$ cat src/rtl/map_table.sv
// Register alias table for the rename stage: speculative map, retirement map and
// per-tag ready bits, with single-cycle misprediction recovery from the retirement map.
module map_table #(
    parameter int ARF_NUM   = 32,
    parameter int ARF_IDX_W = 5,
    parameter int PRF_NUM   = 64,
    parameter int PRF_IDX_W = 6
) (
    input  logic                 clk,
    input  logic                 rst,
    input  logic                 id_inst_vld_i,
    input  logic [ARF_IDX_W-1:0] id_opa_areg_i,
    input  logic [ARF_IDX_W-1:0] id_opb_areg_i,
    input  logic [ARF_IDX_W-1:0] id_dest_areg_i,
    input  logic                 id_dest_vld_i,
    input  logic [PRF_IDX_W-1:0] fl_free_tag_i,
    input  logic                 stall_dp_i,
    input  logic                 cdb_vld_i,
    input  logic [PRF_IDX_W-1:0] cdb_tag_i,
    input  logic                 rob_retire_vld_i,
    input  logic [ARF_IDX_W-1:0] rob_retire_areg_i,
    input  logic [PRF_IDX_W-1:0] rob_retire_tag_i,
    input  logic                 br_recovery_i,
    output logic [PRF_IDX_W-1:0] rat_opa_tag_o,
    output logic [PRF_IDX_W-1:0] rat_opb_tag_o,
    output logic                 rat_opa_rdy_o,
    output logic                 rat_opb_rdy_o,
    output logic [PRF_IDX_W-1:0] rat_dest_tag_o,
    output logic [PRF_IDX_W-1:0] rat_old_dest_tag_o,
    output logic                 rat_fl_pop_o
);

    logic [PRF_IDX_W-1:0] spec_map_q [ARF_NUM];
    logic [PRF_IDX_W-1:0] spec_map_d [ARF_NUM];
    logic [PRF_IDX_W-1:0] ret_map_q  [ARF_NUM];
    logic [PRF_IDX_W-1:0] ret_map_d  [ARF_NUM];
    logic [PRF_NUM-1:0]   rdy_q;
    logic [PRF_NUM-1:0]   rdy_d;

    logic fire;
    logic ren;

    assign fire = id_inst_vld_i & ~stall_dp_i & ~br_recovery_i;
    assign ren  = fire & id_dest_vld_i & (id_dest_areg_i != '0);

    // Source lookup reads the pre-update map, so a source equal to dest sees the old tag.
    always_comb begin
        rat_opa_tag_o = '0;
        rat_opb_tag_o = '0;
        rat_opa_rdy_o = 1'b1;
        rat_opb_rdy_o = 1'b1;
        if (id_opa_areg_i != '0) begin
            rat_opa_tag_o = spec_map_q[id_opa_areg_i];
            rat_opa_rdy_o = rdy_q[rat_opa_tag_o] | (cdb_vld_i & (cdb_tag_i == rat_opa_tag_o));
        end
        if (id_opb_areg_i != '0) begin
            rat_opb_tag_o = spec_map_q[id_opb_areg_i];
            rat_opb_rdy_o = rdy_q[rat_opb_tag_o] | (cdb_vld_i & (cdb_tag_i == rat_opb_tag_o));
        end
    end

    always_comb begin
        rat_fl_pop_o       = ren;
        rat_dest_tag_o     = '0;
        rat_old_dest_tag_o = '0;
        if (ren) begin
            rat_dest_tag_o     = fl_free_tag_i;
            rat_old_dest_tag_o = spec_map_q[id_dest_areg_i];
        end
    end

    // Recovery copies the retirement map including any retirement in the same cycle.
    always_comb begin
        ret_map_d = ret_map_q;
        if (rob_retire_vld_i && (rob_retire_areg_i != '0))
            ret_map_d[rob_retire_areg_i] = rob_retire_tag_i;

        spec_map_d = spec_map_q;
        if (br_recovery_i)
            spec_map_d = ret_map_d;
        else if (ren)
            spec_map_d[id_dest_areg_i] = fl_free_tag_i;

        rdy_d = rdy_q;
        if (cdb_vld_i)
            rdy_d[cdb_tag_i] = 1'b1;
        if (ren)
            rdy_d[fl_free_tag_i] = 1'b0;
    end

    for (genvar gi = 0; gi < ARF_NUM; gi++) begin : g_map
        always_ff @(posedge clk or posedge rst) begin
            if (rst) begin
                spec_map_q[gi] <= PRF_IDX_W'(gi);
                ret_map_q[gi]  <= PRF_IDX_W'(gi);
            end else begin
                spec_map_q[gi] <= spec_map_d[gi];
                ret_map_q[gi]  <= ret_map_d[gi];
            end
        end
    end

    always_ff @(posedge clk or posedge rst) begin
        if (rst)
            rdy_q <= '1;
        else
            rdy_q <= rdy_d;
    end

endmodule

$ cat config.mk
export PLATFORM = sky130hd
export DESIGN_NAME = map_table
export DESIGN_NICKNAME = d
export VERILOG_FILES = /design/src/rtl/map_table.sv
export SDC_FILE = /design/constraint.sdc
export NUM_CORES = 1
export LEC_CHECK = 0
export ABC_AREA = 1
export ABC_CLOCK_PERIOD_IN_PS = 16400
export CORE_MARGIN = 2
export CORE_UTILIZATION = 35
export CTS_BUF_LIST = sky130_fd_sc_hd__clkbuf_4
export DETAILED_ROUTE_END_ITERATION = 16
export GPL_TIMING_DRIVEN = 0
export PLACE_DENSITY = 0.55
export SYNTH_ARGS = -nofsm -noshare
export SYNTH_HDL_FRONTEND = slang
export SYNTH_SLANG_ARGS = --single-unit
$ cat constraint.sdc
create_clock -name clk -period 16.4 [get_ports clk]
set_input_delay 2.46 -clock clk [delete_from_list [all_inputs] [get_ports clk]]
set_output_delay 2.46 -clock clk [all_outputs]
set_load 0.02 [all_outputs]
# [Yosys cells after proc, flatten, opt, wreduce, memory -nomap -nowiden]
# Cells that the tools add are included.
[classes] bitwise_logic=17 reduce_logical=10 n_eq_ne=2 muxes=34 magnitude_cmp=12
[op_table] op="$mux W192" count=3
[op_table] op="$bwmux W192" count=2
[op_table] op="$mux W64" count=2
[op_table] op="$bmux W6 S5" count=3
[op_table] op="$mux W6" count=12
[op_table] op="$and A64 B64 Y64" count=1
[op_table] op="$not A64 Y64" count=1
[op_table] op="$or A64 B64 Y64" count=1
[op_table] op="$demux W6 S5" count=2
[op_table] op="$lt A6 B7 Y1 const B" count=4
[op_table] op="$ge A6 B6 Y1 const B" count=4
[op_table] op="$not A5 Y6" count=4
[op_table] op="$reduce_bool A5 Y1" count=4
[op_table] op="$bmux W1 S6" count=2
[op_table] op="$demux W1 S6" count=2
[op_table] op="$eq A6 B6 Y1" count=2
[op_table] op="$ge A6 B1 Y1 const B" count=2
[op_table] op="$lt A6 B1 Y1 const B" count=2
[op_table] op="$and A1 B1 Y1" count=6
[op_table] op="$mux W1" count=6
[op_table] op="$logic_and A1 B1 Y1" count=5
[op_table] op="$not A1 Y1" count=2
[op_table] op="$or A1 B1 Y1" count=2
[op_table] op="$reduce_bool A2 Y1" count=1
[word_totals] elab_cells=140 regBits=448 output_inout_bits=27

# [Logic depth before layout (Yosys ltp)]
[depth] word_depth=8 ltp_mapped=19 ltp_nobuf=16

# [Least setup slack after synthesis]
# Ideal clock, no wire load.
[synth_path] kind="input port to output port" from="input id_dest_areg_i[1]" to="output rat_old_dest_tag_o[1]" t_required_ps=13940 arrival_ps=4090 slack_ps=9850 cell_stages=8 path_cell_list="nor2_1 > buf_2 > buf_1 > buf_1 > a22oi_1 > o221ai_1 > nand2_1 > a31oi_1"
[synth_between] elab_chain_cells=5 word_cells_on_any_way=7 cone_classes="mux: 4; bitwise: 2; reduce/logical: 1"
[synth_lines] element="from (decl)" line="14" text="input logic [ARF_IDX_W-1:0] id_dest_areg_i,"
[synth_lines] element="$not A5 Y6 (not written as such)" line="68" text="rat_old_dest_tag_o = spec_map_q[id_dest_areg_i];"
[synth_lines] element="$bmux W6 S5" line="68"
[synth_lines] element="$mux W6 (not written as such) (2 in series)" line="68"
[synth_lines] element="$mux W6 (*)" line="66" text="if (ren) begin"
[synth_lines] element="to (decl)" line="29" text="output logic [PRF_IDX_W-1:0] rat_old_dest_tag_o,"
# Every way passes the cells marked *; elsewhere a longest branch is shown, timed or not. The select of a mux whose other input is x is not followed.

# [Worst setup path after layout]
[layout_path] from="input id_dest_areg_i[0]" to="output rat_old_dest_tag_o[3]"
# The elaborated chain is that of the path after synthesis.

==> summary.md <==
- result of the run: finished with violations
- violations in the final reports: capacitance limit, slew limit
- Async SR Flop Fraction: 100.0%
- Max FO, Critical Path: 10
- worst-case vdd ir drop: 66.65 µV
- CTS Hold Bufs: 0
- CTS root buf: clkbuf_4
- Worst Slack Setup Final: 6.762 ns
- R2R Path Start: ret_map_q[79]
- Least-Margin Pin Slew: 1.540 ns
- clock slew at reported path FFs: 0.05 ns
- minimum clock period: 9.638 ns
- largest net degree at the start of global routing: 126
- destination of the critical timing path: rat_old_dest_tag_o[3]
- WL final: 141,000 µm
- post-detailed-route wirelength per cell: 31.43 µm
- Highest Clock Rate: 103.8 MHz
- count of final hold-check violations: 0
- setup-violating endpoint count in the final report: 0
- die outline height: 272.4 µm
- post-detail-place hpwl: 104,500 µm
- worst slack, placed: 7.123 ns
- mean number of vias per cell: 6.076
- Mapped Cells: 3,230
- Worst-Skew Late Latency: 1.06 ns
- Worst setup startpoint: id_dest_areg_i[0]
- # IOs: 73
- Remaining DRCs: 0
- leading post-synthesis cells by instance count: 642 x nand2_1, 345 x nand3_1, 301 x inv_1
- routability cong.: 1.068
- post-layout utilization of the core: 40.55%
- max cap viols: 2
- synthesized cell area: 25,210 µm²
- cell taking the most area after synthesis: dfstp_2
- starting density of the core: 35.33%
- aggregate global routing overflow: 0
- Worst Clk Skew: 0.08241 ns
- worst hold path class: reg2reg
- element type at the critical path end: output pin
- number of H-tree levels: 4
- Setup Total Neg Slack: 0 ns
- Synth Net Count: 3,276
- leading cell type by number of instances after synthesis: nand2_1
- std cell rows: 98
- layout cells sized above 1: 17.36%
- sequential-to-total area share from yosys stat: 45.58%
- WS Path Type: in2out
- placeable core region: 71,360 µm²
- die outline area: 74,190 µm²
- count of buffers from port buffering: 57
- TritonCTS clock tree: built
- number of antenna violations at the first check in global routing: 11
- Area contributors post-synth: dfstp_2 23%, dfrtp_1 22%, nand2_1 9.6%, nand3_1 6.8%, o221ai_1 6.0%
- total setup buffers inserted after CTS: 0
- global-route wire length before repair: 196,200 µm
- DRC violation total after the first TritonRoute iteration: 4,135
- required time of the critical path: 13.94 ns
- post-synthesis area per instance: 7.805 µm²
- post-detailed-route count of antenna-violating nets: 0
- via count of the first global-routing pass: 25,917
- library cells used by synthesis: 41
- final cell count without fillers: 4,487
- number of register bits inferred by synthesis: 448
- die outline width: 272.4 µm
- number of detailed-routing iterations run before antenna repair: 7
- clock sinks: 448
- maximum buffer depth of the clock tree: 3
- routed via count: 27,265
- endpoint of the worst-slack reg-to-reg timing path: spec_map_q[79]
- setup repair after global routing missed its margin: false
- Worst setup SP type: primary input
- power density normalized to cell area: 127.8 nW/µm²
- Synth Warn #: 0
- Final Max Slew Viols: 7
- Tcrit/Tclk final: 58.77%
- setup slack on the worst flop-to-flop path: 14.86 ns
- Synth-to-Final Area Change: 14.78%
- portion of synthesized cell area occupied by the leading cell type: 23.35%
- gr usage total: 37.60%
- number of enable-type register cells in the synthesized netlist: 0
- Placed Cells: 4,241
- number of gates given a new drive strength after cts: 0
- Post-layout nets: 3,470
- number of buffers added by the clock tree synthesis step: 131
- arrival time of the worst setup path: 7.18 ns
- Slew Limit Headroom: -3.035%
- Worst R2R Path Depth: 4
- Most used DFF post-synth: dfstp_2
- static power due to leakage: 12.27 nW
cell type report:
class                           count  area [µm²]
Fill cell                        7561       42430
Sequential cell                   448       11490
Multi-Input combinational cell   2236       11320
Clock buffer                      212        1592
Buffer                            234        1244
Tap cell                          950        1189
Inverter                          312        1186
Timing Repair Buffer               61       664.4
Clock inverter                     29       237.7
Antenna cell                        5       12.51
flip-flops by register name, indices dropped and copies added (netlist names):
signal and cells:
rdy_q 64, spec_map_q 192, ret_map_q 192
cells in the final DEF, fill, tap and decap left out, types with 9 or more instances in the layout:
cell type        Yosys  layout
nand2_1            642     642
nand3_1            345     345
inv_1              301     300
a21oi_1            300     300
o21ai_0            260     260
dfstp_2            224     224
dfrtp_1            224     224
nor2_1             217     216
clkbuf_4             0     212
o221ai_1           173     173
clkbuf_1           106     105
o211ai_1            73      73
buf_2               66      66
o22ai_1             59      59
clkdlybuf4s50_1      0      57
o21ai_1             46      46
nor3_1              39      35
buf_6               28      29
a22oi_1             21      21
clkinv_1             1      19
buf_1               15      15
buf_4               15      15
nand2_2             13      13
inv_2                8      10
a31oi_1              9       9
report_power, final:
| part | switching [mW] | total [mW] | internal (mW) | leakage, nW |
|---|---|---|---|---|
| logic | 0.652 | 0.920 | 0.269 | 5.99 |
| registers | 0.192 | 1.59 | 1.40 | 5.19 |
| clock network | 0.540 | 1.19 | 0.649 | 1.09 |
layer usage:
layer	up-vias	track usage, %	share of wire, %
li1	11656	-	-
met4	8	18.18	4.9
met3	360	15.72	14
met5	-	0.06418	0.037
met1	13412	51.77	42
met2	1829	50.16	39
metrics by stage:
stage / total power, mW / hold WS (ns) / area (µm²)
floorplan: 2.039 / 0.4294 / 25210
global placement: 2.455 / 0.4426 / 26970
detailed placement: 2.460 / 0.4489 / 27090
CTS: 3.658 / 0.4619 / 28920
global route: 3.840 / 0.4700 / 28930
finish: 3.699 / 0.4535 / 28940
critical path, cell delays in order:
cell and delay, ns:
clkdlybuf4s50_1 0.64, nor2_2 0.28, inv_1 0.16, clkbuf_1 0.39, clkbuf_1 1.10, o22ai_1 0.18, o21ai_0 0.29, nand2_1 0.08
nor3_1 0.66, a31oi_1 0.30, clkdlybuf4s50_1 0.62
how the worst min path moves through the flow:
stage                endpoint           start  cells past startpoint  slack, ns
2_1_floorplan  ret_map_q[186]  ret_map_q[186]                      1       0.43
3_3_place_gp   ret_map_q[191]  ret_map_q[191]                      1       0.44
3_5_place_dp   ret_map_q[191]  ret_map_q[191]                      1       0.45
4_1_cts        ret_map_q[186]  ret_map_q[186]                      1       0.46
5_1_grt        ret_map_q[191]  ret_map_q[191]                      1       0.47
6_report       ret_map_q[186]  ret_map_q[186]                      1       0.45
kinds of logic (layout without fill, tap and decap cells):
kind of cell / after synthesis / count (layout) / synth area share (%)
simple gates: 1274 / 1274 / 21.58
compound gates: 957 / 957 / 23.06
buf+inv: 546 / 848 / 9.603
flops: 448 / 448 / 45.58
xor+xnor: 5 / 5 / 0.1737
other cells: 0 / 5 / 0
Power figures use the tool's default switching activity.
